[config.mk]
export PLATFORM = sky130hd
export DESIGN_NAME = ptwalker
export DESIGN_NICKNAME = d
export VERILOG_FILES = /design/src/rtl/ptwalker_pkg.sv /design/src/rtl/ptwalker_pte_classify.sv /design/src/rtl/ptwalker.sv
export SDC_FILE = /design/constraint.sdc
export NUM_CORES = 1
export LEC_CHECK = 0
export CAP_MARGIN = 20
export CORE_AREA = 10 10 145 147
export DETAILED_ROUTE_END_ITERATION = 10
export DIE_AREA = 0 0 155 157
export DONT_BUFFER_PORTS = 1
export GPL_TIMING_DRIVEN = 0
export PLACE_DENSITY = 0.51
export SYNTH_ARGS = -nofsm -noshare
export SYNTH_HDL_FRONTEND = slang
export SYNTH_HIERARCHICAL = 1
export SYNTH_SLANG_ARGS = --single-unit
[constraint.sdc]
create_clock -name clk -period 2.2 [get_ports clk]
set_input_delay 0.55 -clock clk [delete_from_list [all_inputs] [get_ports clk]]
set_output_delay 0.55 -clock clk [all_outputs]
set_load 0.1 [all_outputs]
[src/rtl/ptwalker_pkg.sv]
// Shared types and encodings for the hardware page-table walker.
package ptwalker_pkg;

  typedef enum logic [2:0] {IDLE, RD, CHK, WR, FILL, FAULT} statetype;

  typedef logic [1:0] level_t;

  localparam int PTE_V = 0;
  localparam int PTE_R = 1;
  localparam int PTE_W = 2;
  localparam int PTE_X = 3;
  localparam int PTE_U = 4;
  localparam int PTE_G = 5;
  localparam int PTE_A = 6;
  localparam int PTE_D = 7;

  localparam logic [3:0] SATP_SV32 = 4'd1;
  localparam logic [3:0] SATP_SV39 = 4'd8;
  localparam logic [3:0] SATP_SV48 = 4'd9;

  // Returns {supported, starting level} for a satp MODE value.
  function automatic logic [2:0] start_level(input logic [3:0] mode, input logic rv64);
    logic [2:0] r;
    r = 3'b000;
    if (rv64) begin
      if (mode == SATP_SV39)      r = 3'b110;
      else if (mode == SATP_SV48) r = 3'b111;
    end else if (mode == SATP_SV32) begin
      r = 3'b101;
    end
    return r;
  endfunction

endpackage

[src/rtl/ptwalker_pte_classify.sv]
// Combinational PTE classification: invalid, leaf, misaligned superpage, A/D update needed.
module ptwalker_pte_classify
  import ptwalker_pkg::*;
#(
  parameter int XLEN = 64
) (
  input  logic [XLEN-1:0] pte,
  input  level_t          level,
  input  logic            write_access,
  output logic            invalid,
  output logic            leaf,
  output logic            misaligned,
  output logic            need_ad
);

  localparam int PPN_BITS = (XLEN == 64) ? 44 : 22;
  localparam int VPN_BITS = (XLEN == 64) ? 9 : 10;

  logic [PPN_BITS-1:0] ppn;
  logic [PPN_BITS-1:0] low_mask;
  logic                unused_pte;

  assign ppn      = pte[10 +: PPN_BITS];
  // PPN fields below the leaf level must be zero for a superpage.
  assign low_mask = ~({PPN_BITS{1'b1}} << (VPN_BITS * int'(level)));

  assign invalid    = ~pte[PTE_V] | (~pte[PTE_R] & pte[PTE_W]);
  assign leaf       = pte[PTE_R] | pte[PTE_X];
  assign misaligned = leaf & (|(ppn & low_mask));
  assign need_ad    = leaf & (~pte[PTE_A] | (write_access & ~pte[PTE_D]));

  assign unused_pte = ^pte;

endmodule

[src/rtl/ptwalker.sv]
// Hardware page-table walker (TLB fill). Optional A/D writeback enabled by HPTW_ADUPDATE_EN.
//
//  state | meaning
//  IDLE  | waiting for a TLB miss
//  RD    | PTE read request outstanding
//  CHK   | classify registered PTE
//  WR    | A/D writeback outstanding (HPTW_ADUPDATE_EN only)
//  FILL  | one-cycle TLB write strobe
//  FAULT | one-cycle page fault strobe
module ptwalker
  import ptwalker_pkg::*;
#(
  parameter int XLEN     = 64,
  parameter int PA_BITS  = 56,
  parameter int MAXLEVEL = 3
) (
  input  logic               clk,
  input  logic               reset,
  input  logic [XLEN-1:0]    SATP_REGW,
  input  logic [XLEN-1:0]    VAdr,
  input  logic               TLBMiss,
  input  logic               TLBFlush,
  input  logic               WriteAccess,
  output logic               HPTWReq,
  output logic               HPTWWrite,
  output logic [PA_BITS-1:0] HPTWAdr,
  output logic [XLEN-1:0]    HPTWWriteData,
  input  logic               HPTWAck,
  input  logic [XLEN-1:0]    HPTWReadPTE,
  output logic [XLEN-1:0]    PTE,
  output logic [1:0]         PageTypeWriteVal,
  output logic               TLBWrite,
  output logic               DisableTranslation,
  output logic               HPTWPageFault,
  output logic               HPTWBusy
);

  localparam int PPN_BITS = (XLEN == 64) ? 44 : 22;
  localparam int VPN_BITS = (XLEN == 64) ? 9 : 10;
  localparam int OFS_BITS = (XLEN == 64) ? 3 : 2;
  localparam int ADR_BITS = PPN_BITS + VPN_BITS + OFS_BITS;

  statetype            state_q, state_d;
  level_t              level_q;
  logic [PPN_BITS-1:0] ppn_q;
  logic [XLEN-1:0]     pte_q;
  logic                flush_pend_q;

  logic [3:0]          satp_mode;
  logic [2:0]          start_info;
  logic                start_ok;
  logic                walk_start;
  logic [VPN_BITS-1:0] vpn;
  logic [ADR_BITS-1:0] adr_full;
  logic [XLEN-1:0]     wr_data;
  logic                invalid, leaf, misaligned, need_ad;
  logic                chk_fault;
  logic                unused_sig;

  assign satp_mode  = (XLEN == 64) ? SATP_REGW[XLEN-1 -: 4] : {3'b000, SATP_REGW[XLEN-1]};
  assign start_info = start_level(satp_mode, XLEN == 64);
  assign start_ok   = start_info[2] && (int'(start_info[1:0]) <= MAXLEVEL);
  assign walk_start = TLBMiss && !TLBFlush;

  assign vpn      = VPN_BITS'(VAdr >> (12 + VPN_BITS * int'(level_q)));
  assign adr_full = {ppn_q, vpn, {OFS_BITS{1'b0}}};
  assign wr_data  = pte_q | (XLEN'(1) << PTE_A) | (XLEN'(WriteAccess) << PTE_D);

  ptwalker_pte_classify #(.XLEN(XLEN)) u_classify (
    .pte          (pte_q),
    .level        (level_q),
    .write_access (WriteAccess),
    .invalid      (invalid),
    .leaf         (leaf),
    .misaligned   (misaligned),
    .need_ad      (need_ad)
  );

  assign chk_fault = invalid || (leaf && misaligned) || (!leaf && level_q == 2'd0);

  always_ff @(posedge clk) begin
    if (reset) state_q <= IDLE;
    else       state_q <= state_d;
  end

  always_comb begin
    state_d = state_q;
    unique case (state_q)
      IDLE: if (walk_start) state_d = start_ok ? RD : FAULT;
      // A flush seen at any point of the read waits for the ack, then abandons the walk.
      RD:   if (HPTWAck) state_d = (flush_pend_q || TLBFlush) ? IDLE : CHK;
      CHK: begin
        if (TLBFlush)       state_d = IDLE;
        else if (chk_fault) state_d = FAULT;
        else if (!leaf)     state_d = RD;
`ifdef HPTW_ADUPDATE_EN
        else if (need_ad)   state_d = WR;
`endif
        else                state_d = FILL;
      end
`ifdef HPTW_ADUPDATE_EN
      WR:   if (HPTWAck) state_d = (flush_pend_q || TLBFlush) ? IDLE : FILL;
`else
      WR:   state_d = IDLE;
`endif
      FILL:    state_d = IDLE;
      FAULT:   state_d = IDLE;
      default: state_d = IDLE;
    endcase
  end

  always_comb begin
    HPTWReq       = 1'b0;
    HPTWWrite     = 1'b0;
    TLBWrite      = 1'b0;
    HPTWPageFault = 1'b0;
    unique case (state_q)
      RD: HPTWReq = 1'b1;
`ifdef HPTW_ADUPDATE_EN
      WR: begin
        HPTWReq   = 1'b1;
        HPTWWrite = 1'b1;
      end
`endif
      FILL:    TLBWrite      = ~TLBFlush;
      FAULT:   HPTWPageFault = 1'b1;
      default: ;
    endcase
  end

  always_ff @(posedge clk) begin
    if (reset) begin
      level_q      <= 2'd0;
      ppn_q        <= '0;
      pte_q        <= '0;
      flush_pend_q <= 1'b0;
    end else begin
      unique case (state_q)
        IDLE: begin
          flush_pend_q <= 1'b0;
          if (walk_start) begin
            level_q <= start_info[1:0];
            ppn_q   <= SATP_REGW[PPN_BITS-1:0];
          end
        end
        RD, WR: begin
          if (TLBFlush) flush_pend_q <= 1'b1;
          if (HPTWAck) pte_q <= (state_q == WR) ? wr_data : HPTWReadPTE;
        end
        CHK: begin
          if (!chk_fault && !leaf) begin
            level_q <= level_q - 2'd1;
            ppn_q   <= pte_q[10 +: PPN_BITS];
          end
        end
        default: ;
      endcase
    end
  end

  assign HPTWBusy           = (state_q != IDLE);
  assign DisableTranslation = (state_q != IDLE);
  assign HPTWAdr            = HPTWReq ? PA_BITS'(adr_full) : '0;
  assign PTE                = (state_q == FILL) ? pte_q : '0;
  assign PageTypeWriteVal   = (state_q == FILL) ? level_q : 2'd0;
`ifdef HPTW_ADUPDATE_EN
  assign HPTWWriteData      = HPTWWrite ? wr_data : '0;
`else
  assign HPTWWriteData      = '0;
`endif

  assign unused_sig = ^{SATP_REGW, need_ad};

endmodule
==> results by group, run 1 <==
Global route
  • Gr usage total: 19.4%
  • Largest net degree at the start of global routing: 17
  • Vias in the first global route: roughly 5,500
  • GRT overflow: 0
  • Initial antenna violation count: 0
  • First-pass GRT wire length: 35.8 mm

Placement
  • Hpwl dp: ~19 mm
  • Gpl congestion: just over 0.8
  • Placed cell areas: roughly 7200 sq um
  • Pre-CTS setup slack: -1.02 ns
  • # port buffers: 0
  • Placed cells: between 1,000 and 1,500

STA
  • Tightest Pin Transition: about 1.1 ns
  • Fmax: roughly 400 MHz
  • Final Hold Viols: 0
  • Worst setup margin: -0.244 ns
  • Slew Limit Fails: 0
  • RSZ-0062 raised after global routing: yes
  • Final Skew: ~0.01 ns
  • Worst hold margin: around 0.21 ns
  • Minimum clock period: ~2.4 ns
  • Fin crit share: 111%
  • Final setup vio count: roughly 120
  • Rel. slew slack: 28.7%

Drt
  • Final ANT Viol Nets: 0
  • Pre-antenna DRT Iters: 5
  • WL per Instance: roughly 22 microns
  • Drt total wl: ~25 mm
  • DRC viols: 0
  • Initial DRC Count: between 200 and 250
  • Via count: ~5,400
  • Vias/cell: around 4.8

Pwr
  • Power density cells: 1180 nW/um^2
  • Leak Pwr: 3.38 nW
  • Worst vdd ir: just under 0.7 mV

Clocking
  • CTS clk-pin slew, worst paths: approximately 0.060 ns
  • Worst-case clock buffer depth: 2
  • Clock root buffer: clkbuf_16
  • Num CTS Buffers: 17
  • Worst-skew pair later-pin latency: approximately 0.41 ns
  • CTS tree: yes
  • # H-tree levels: 4
  • CTS sink cnt: approximately 110

Worst setup path
  • Setup crit end kind: primary output
  • CP Launch Type: register
  • Worst endpoint required time: about 1.7 ns
  • Critical path's largest stage delay: ~0.37 ns
  • CP max-delay cell: dfxtp_4
  • Arrival time at the worst endpoint: around 1.9 ns
  • Critical-path cell list: nor3b_4 -> buf_6 -> clkbuf_16 -> buf_16 -> and2_4
  • CP Max Fanout: 6
  • Crit Path Category: reg2out

Floorplanning
  • I/O Pins: about 400
  • Core Area: 18,300 sq um
  • Row count: 50
  • Die Ht: approximately 160 microns
  • Die area: 24,300 sq um
  • DIE WIDTH: about 160 microns
  • Initial Util: between 30% and 40%

Logic synthesis
  • Mean area per synthesized cell: roughly 8.3 sq um
  • YS warnings: 6
  • Syn Std Cell Area: about 6300 sq um
  • Syn Inst Count: about 760

Finish
  • Syn-to-layout area delta: 36.5%
  • Fill cells: between 1,500 and 2,000
  • Final nets: roughly 1,100
  • Core Util, Final: 46.8%
  • Share of cells above drive strength 1: a little under two fifths
  • Post-route non-filler standard cell count: roughly 1,100
  • Antenna cells: 0
  • Final Instance Area: approximately 8600 sq um

Outcome
  • Status: finished with violations
  • Violated checks: negative setup slack

Job
  • Max Cap Viol: 0

Worst hold path
  • HP Class: in2reg
## area by class of cell
type / instances / area, sq um / share of cell area [%]
plain buffers: 126 / 1110 / 13.0
inverters: 5 / 22.5 / 0.262
repair buffers: 34 / 437 / 5.09
flip-flops and latches: 114 / 2300 / 26.8
multi-input cells: 578 / 3790 / 44.2
well taps: 234 / 293 / 3.41
clock buffers: 23 / 478 / 5.57
clock inverters: 9 / 153 / 1.78
## worst max-delay path, delay by kind of cell (launching register included)
family                 cells  cell delay, ns
and+or+nand+nor            2            0.61
buffers and inverters      3            0.48
DFF                        1            0.37
## layout by cell type, fill, tap and decap left out, drive strengths merged
cell type,instances
nand2,127
buf,123
and2,118
dfxtp,114
conb,68
a21oi,64
clkbuf,60
nor2,54
a211oi,47
mux2i,45
mux4,9
o21ai,9
nor4,7
nor3,6
inv,4
clkinvlp,4
bufinv,4
a31oi,3
nand2b,3
nand3,3
nor3b,3
clkinv,2
nor4b,2
or3,1
o21a,1
mux2,1
nor2b,1
a211o,1
or3b,1
a41oi,1
ha,1
nand4,1
a21boi,1
## registers in the layout (all words and copies together) (netlist names)
| name | count |
|---|---|
| flush_pend_q | 1 |
| level_q | 2 |
| ppn_q | 44 |
| pte_q | 64 |
| state_q | 3 |
## path summary, 6_finish.rpt
kind,from,to,slack (ns),cells past startpoint
setup reg to reg,level_q[0],ppn_q[4],0.14,8
setup / recovery,state_q[2],HPTWAdr[4],-0.24,5
hold / removal,TLBFlush,state_q[1],0.21,1
hold reg to reg,flush_pend_q,state_q[1],0.44,1
## per-stage QoR
| step | power, mW | setup TNS (ns) |
|---|---|---|
| after floorplan | 5.69 | -1.92 |
| after global placement | 6.27 | -99.86 |
| after detailed placement | 6.30 | -94.03 |
| after CTS | 10.1 | -31.85 |
| after global routing | 10.5 | -30.79 |
| final | 10.1 | -20.81 |
## per-layer routing
layer	vias to the layer above	track usage, %	part of all wire [%]
li1	2641	-	-
met1	2528	23.2	42
met2	227	31.6	48
met3	17	8.02	9.0
met4	0	4.63	1.3
met5	-	0	0
## where the power goes
part / total, mW / internal (mW) / switching (mW)
logic: 4.56 / 1.49 / 3.06
clock network: 2.97 / 1.98 / 0.985
registers: 2.58 / 2.36 / 0.220
total: 10.1 / 5.84 / 4.27
## repair_timing
| action | 4_1_cts | 5_1_grt |
|---|---|---|
| hold buffers | 0 | 0 |
| buffers inserted | 20 | 3 |
| setup endpoints to repair | 169 | 128 |
| gates cloned | 8 | 2 |
| pin swaps | 40 | 8 |
| resized for setup | 120 | 24 |
(Power assumes the default switching activity.)
==> run 2, diff against run 1 <==
- CAP_MARGIN: 20 -> 10
- clock period: 2.2 -> 2.45 ns (I/O delays scaled with it)
==> results by group, run 2 (synthesis results as in run 1) <==
Worst setup path
  • CP max-delay cell: and2_4
  • Critical path's largest stage delay: between 0.3 and 0.4 ns
  • CP Max Fanout: 9
  • Cells on worst reg2reg path: 8
  • Critical-path cell list: buf_8 -> nor3b_4 -> buf_12 -> buf_16 -> and2_4
  • Setup crit end kind: primary output
  • Crit Path Category: reg2out
  • Arrival time at the worst endpoint: ~2.0 ns
  • Worst endpoint required time: between 1.5 and 2 ns
  • CP Launch Type: register

Clocking
  • Num CTS Buffers: 17
  • Clock root buffer: clkbuf_16
  • # H-tree levels: 4
  • CTS sink cnt: around 110
  • Worst-case clock buffer depth: 2
  • Worst-skew pair later-pin latency: about 0.42 ns
  • CTS tree: yes
  • CTS clk-pin slew, worst paths: approximately 0.050 ns

STA
  • Minimum clock period: approximately 2.6 ns
  • Fmax: between 300 and 400 MHz
  • Final setup vio count: 112
  • Fin crit share: 107%
  • Worst setup margin: -0.177 ns
  • Slew Limit Fails: 0
  • Final Skew: between 0.008 and 0.009 ns
  • Post-route setup TNS: -9.52 ns
  • RSZ-0062 raised after global routing: yes
  • Tightest Pin Transition: roughly 1.1 ns
  • Rel. slew slack: between 20% and 30%
  • Final Hold Viols: 0

Floorplanning
  • I/O Pins: roughly 400
  • Row count: 50
  • Initial Util: approximately a third
  • Die area: ~24,000 sq um
  • Die Ht: around 160 microns
  • Core Area: between 15,000 and 20,000 sq um
  • DIE WIDTH: approximately 160 microns

Pwr
  • Power density cells: 1060 nW/um^2
  • Worst vdd ir: between 0.6 and 0.7 mV
  • Leak Pwr: between 3 and 4 nW

Global route
  • Gr usage total: 18.9%
  • First-pass GRT wire length: 34.9 mm
  • GRT overflow: 0
  • M1 GR Usage: around a fifth
  • GR peak layer: met2
  • Largest net degree at the start of global routing: 20
  • Initial antenna violation count: 3
  • Met2 Track Usage GR: between 30% and 40%
  • Met3 usage: 9.20%
  • Vias in the first global route: roughly 5,400

Job
  • Max Cap Viol: 0

Outcome
  • Violated checks: negative setup slack
  • Status: finished with violations

Drt
  • Initial DRC Count: around 190
  • WL per Instance: between 20 and 25 microns
  • Pre-antenna DRT Iters: 4
  • Vias/cell: 4.73
  • Final ANT Viol Nets: 0
  • Via count: 5,325
  • Drt total wl: approximately 25 mm
  • DRC viols: 0

Placement
  • Hpwl dp: 19.1 mm
  • # port buffers: 0
  • Gpl congestion: 0.746
  • Placed cells: around 1,100

Finish
  • Max reg flops: 64
  • Final nets: between 1,000 and 1,500
  • Reg with most FFs: pte_q
  • Share of cells above drive strength 1: 37.8%
  • Most common cell after layout, fill and taps aside: nand2_1
  • Syn-to-layout area delta: 37.5%
  • Post-route non-filler standard cell count: roughly 1,100
  • Most frequent cells in the layout: nand2_1, and2_4, dfxtp_1
  • Largest registers: pte_q: 64 flops, ppn_q: 44 flops, state_q: 3 flops

Worst hold path
  • HP Class: in2reg
  • Hold Path Stages: 1
## run 2: area by class of cell
type | count | area [sq um]
fillers | 1805 | 9680
diodes | 2 | 5.00
repair buffers | 33 | 524
well taps | 234 | 293
clock buffers | 20 | 457
inverters | 5 | 22.5
multi-input cells | 578 | 3790
clock inverters | 12 | 205
plain buffers | 127 | 1060
flip-flops and latches | 114 | 2290
## run 2: final timing paths
check,startpoint,slack [ns],end
worst max-delay path,state_q[1],-0.18,HPTWAdr[10]
worst min register to register,pte_q[54],0.45,pte_q[54]
worst max register to register,level_q[1],0.24,level_q[1]
worst min-delay path,TLBFlush,0.27,state_q[1]
## run 2: power by group
part | switching [mW] | leakage, nW | internal (mW)
sequential | 0.196 | 0.932 | 2.12
combinational | 2.74 | 2.15 | 1.36
clock | 0.924 | 0.316 | 1.86
total | 3.86 | 3.40 | 5.35
## run 2: metrics by stage
step | area [sq um] | setup slack (ns) | hold WS (ns) | power, mW | utilization [%]
floorplan | 6760 | -0.134 | 0.407 | 5.03 | -
CTS | 8320 | -0.192 | 0.258 | 8.85 | 45.4
global route | 8640 | -0.218 | 0.247 | 9.59 | 47.1
detailed placement | 7140 | -0.789 | 0.429 | 5.55 | 38.9
finish | 8650 | -0.177 | 0.270 | 9.20 | 47.2
global placement | 7060 | -0.754 | 0.425 | 5.52 | 38.5
## run 2: critical path, delay by kind of cell, from the launching register on
kind          cells  cell delay [ns]
flops             1             0.32
buf+inv           3             0.56
simple gates      2             0.70
## run 2: routing by layer
metal	part of all wire (%)	vias up
li1	-	2635
met1	38	2448
met2	50	230
met3	11	12
met4	0.66	0
met5	0	-
## run 2: what timing repair did
action / 4_1_cts / 5_1_grt
gates cloned: 3 / 8
setup buffers: 10 / 10
setup endpoints to repair: 169 / 115
pin swaps: 34 / 13
hold buffers: 0 / 0
resized for setup: 188 / 25
==> run 3, diff against run 2 <==
- CORE_AREA: 10 10 145 147 -> 10 10 164 166
- DIE_AREA: 0 0 155 157 -> 0 0 174 176
- PLACE_DENSITY: 0.51 -> default
==> results by group, run 3 (synthesis results as in run 1) <==
Outcome
  • Status: finished with violations
  • Violated checks: negative setup slack

Finish
  • Share of cells above drive strength 1: 37.9%
  • Most common cell after layout, fill and taps aside: nand2_1
  • Fill cells: ~2,500
  • Syn-to-layout area delta: 38.4%
  • Most frequent cells in the layout: nand2_1, and2_4, dfxtp_1
  • Largest registers: pte_q: 64 flops, ppn_q: 44 flops, state_q: 3 flops
  • Max reg flops: 64
  • Antenna cells: 0
  • Core Util, Final: a little over a third
  • Reg with most FFs: pte_q
  • Final nets: between 1,000 and 1,500
  • Post-route non-filler standard cell count: roughly 1,200

Worst setup path
  • Setup crit end kind: primary output
  • Critical path's largest stage delay: around 0.86 ns
  • Critical-path cell list: buf_6 -> clkinvlp_4 -> buf_6 -> nor3b_4
  • Worst endpoint required time: around 1.8 ns
  • CP Launch Type: register
  • CP max-delay cell: nor3b_4
  • Arrival time at the worst endpoint: approximately 2.0 ns
  • Crit Path Category: reg2out
  • Critical Path Most Common Cell: buf_6
  • CP Max Fanout: 5

Global route
  • Initial antenna violation count: 1
  • First-pass GRT wire length: between 30 and 40 mm
  • Vias in the first global route: between 5,000 and 6,000
  • GRT overflow: 0
  • Largest net degree at the start of global routing: 20
  • Gr usage total: 16.1%

Drt
  • WL per Instance: 22.1 microns
  • Drt total wl: roughly 27 mm
  • Routed wl met3: 2.43 mm
  • DRC viols: 0
  • Initial DRC Count: roughly 280
  • Final ANT Viol Nets: 0
  • Pre-antenna DRT Iters: 4
  • Met1 Wirelength: approximately 10 mm
  • Metal2 WL: 13.7 mm
  • Vias/cell: 4.53
  • Highest Signal Layer: met5
  • Via count: between 5,000 and 6,000

Clocking
  • Worst-skew pair later-pin latency: 0.41 ns
  • CTS tree: yes
  • Worst-case clock buffer depth: 2
  • # H-tree levels: 4
  • Clock root buffer: clkbuf_16
  • Num CTS Buffers: 17
  • CTS clk-pin slew, worst paths: 0.06 ns
  • CTS sink cnt: 114

STA
  • Fin crit share: 107%
  • Fmax: around 380 MHz
  • Final setup vio count: 100
  • Minimum clock period: about 2.6 ns
  • Slew Limit Fails: 0
  • Tightest Pin Transition: between 1 and 1.5 ns
  • Post-route setup TNS: -4.25 ns
  • RSZ-0062 raised after global routing: yes
  • Final Skew: just over 0.009 ns
  • Final Hold Viols: 0
  • Rel. slew slack: ~28%
  • Worst setup margin: -0.164 ns

Placement
  • Pre-CTS setup slack: -0.846 ns
  • Gpl congestion: ~0.80
  • Hpwl dp: 20.3 mm
  • Placed cells: ~1,200
  • # port buffers: 0

Pwr
  • Worst vdd ir: about 0.38 mV
  • Power density cells: ~1000 nW/um^2
  • Leak Pwr: about 3.4 nW
  • Tot Pwr: just over 9 mW
  • P_sw: approximately 4 mW
  • P_int: 5.18 mW
  • Clock network fraction of total power: between 20% and 30%
  • Sw Share: 43.2%
  • Gate power share: a little under half
  • Share of power burned in registers: about a quarter

Floorplanning
  • Core Area: 23,800 sq um
  • Initial Util: 26.4%
  • Row count: 57
  • Die Ht: roughly 180 microns
  • Die area: between 30,000 and 40,000 sq um
  • I/O Pins: 390
  • DIE WIDTH: 174 microns

Worst hold path
  • HP Class: in2reg

Job
  • Max Cap Viol: 0
run 3: final cells by class:
| cell class | count | area [sq um] | share of cell area (%) |
|---|---|---|---|
| Buffer | 128 | 1090 | 12.6 |
| Clock buffer | 19 | 443 | 5.09 |
| Clock inverter | 10 | 161 | 1.85 |
| Inverter | 5 | 22.5 | 0.259 |
| Multi-Input combinational cell | 578 | 3790 | 43.5 |
| Sequential cell | 114 | 2290 | 26.4 |
| Tap cell | 324 | 405 | 4.66 |
| Timing Repair Buffer | 36 | 493 | 5.66 |
run 3: power groups by stage:
| stage | clock network (mW) | logic, mW | registers [mW] |
|---|---|---|---|
| final | 2.64 | 4.16 | 2.32 |
| after global routing | 2.80 | 4.37 | 2.35 |
| after CTS | 2.71 | 3.71 | 2.31 |
| after detailed placement | 0 | 3.26 | 2.33 |
| after global placement | 0 | 3.23 | 2.32 |
| after floorplan | 0 | 2.77 | 2.26 |
run 3: per-stage QoR:
step	cell area, sq um	hold slack (ns)
2_1_floorplan	6760	0.407
3_3_place_gp	7170	0.425
3_5_place_dp	7250	0.435
4_1_cts	8340	0.248
5_1_grt	8700	0.250
6_report	8700	0.273
run 3: critical path: cells and delay by family, from the launching register on:
| kind | cells | cell delay [ns] |
|---|---|---|
| buffers and inverters | 3 | 0.40 |
| flip-flops | 1 | 0.32 |
| AND/OR/NAND/NOR | 1 | 0.86 |
run 3: path summary, 6_finish.rpt:
check	start	to	slack, ns	cells past startpoint
hold reg to reg	flush_pend_q	state_q[1]	0.45	1
setup / recovery	state_q[2]	HPTWPageFault	-0.16	4
hold / removal	TLBFlush	state_q[1]	0.27	1
setup reg to reg	level_q[1]	ppn_q[18]	0.30	8
run 3: what timing repair did:
item                       4_1_cts  5_1_grt
buffers inserted                 8       12
hold buffers                     0        0
setup endpoints to repair      169      119
cloned                           1       12
gates resized for setup        190       22
pin swaps                       46       13
run 3: routing by layer:
| layer | vias to the layer above | GRT usage [%] |
|---|---|---|
| met2 | 262 | 28.5 |
| met4 | 2 | 3.63 |
| met3 | 14 | 6.58 |
| li1 | 2639 | - |
| met1 | 2587 | 17.8 |
| met5 | - | 0 |
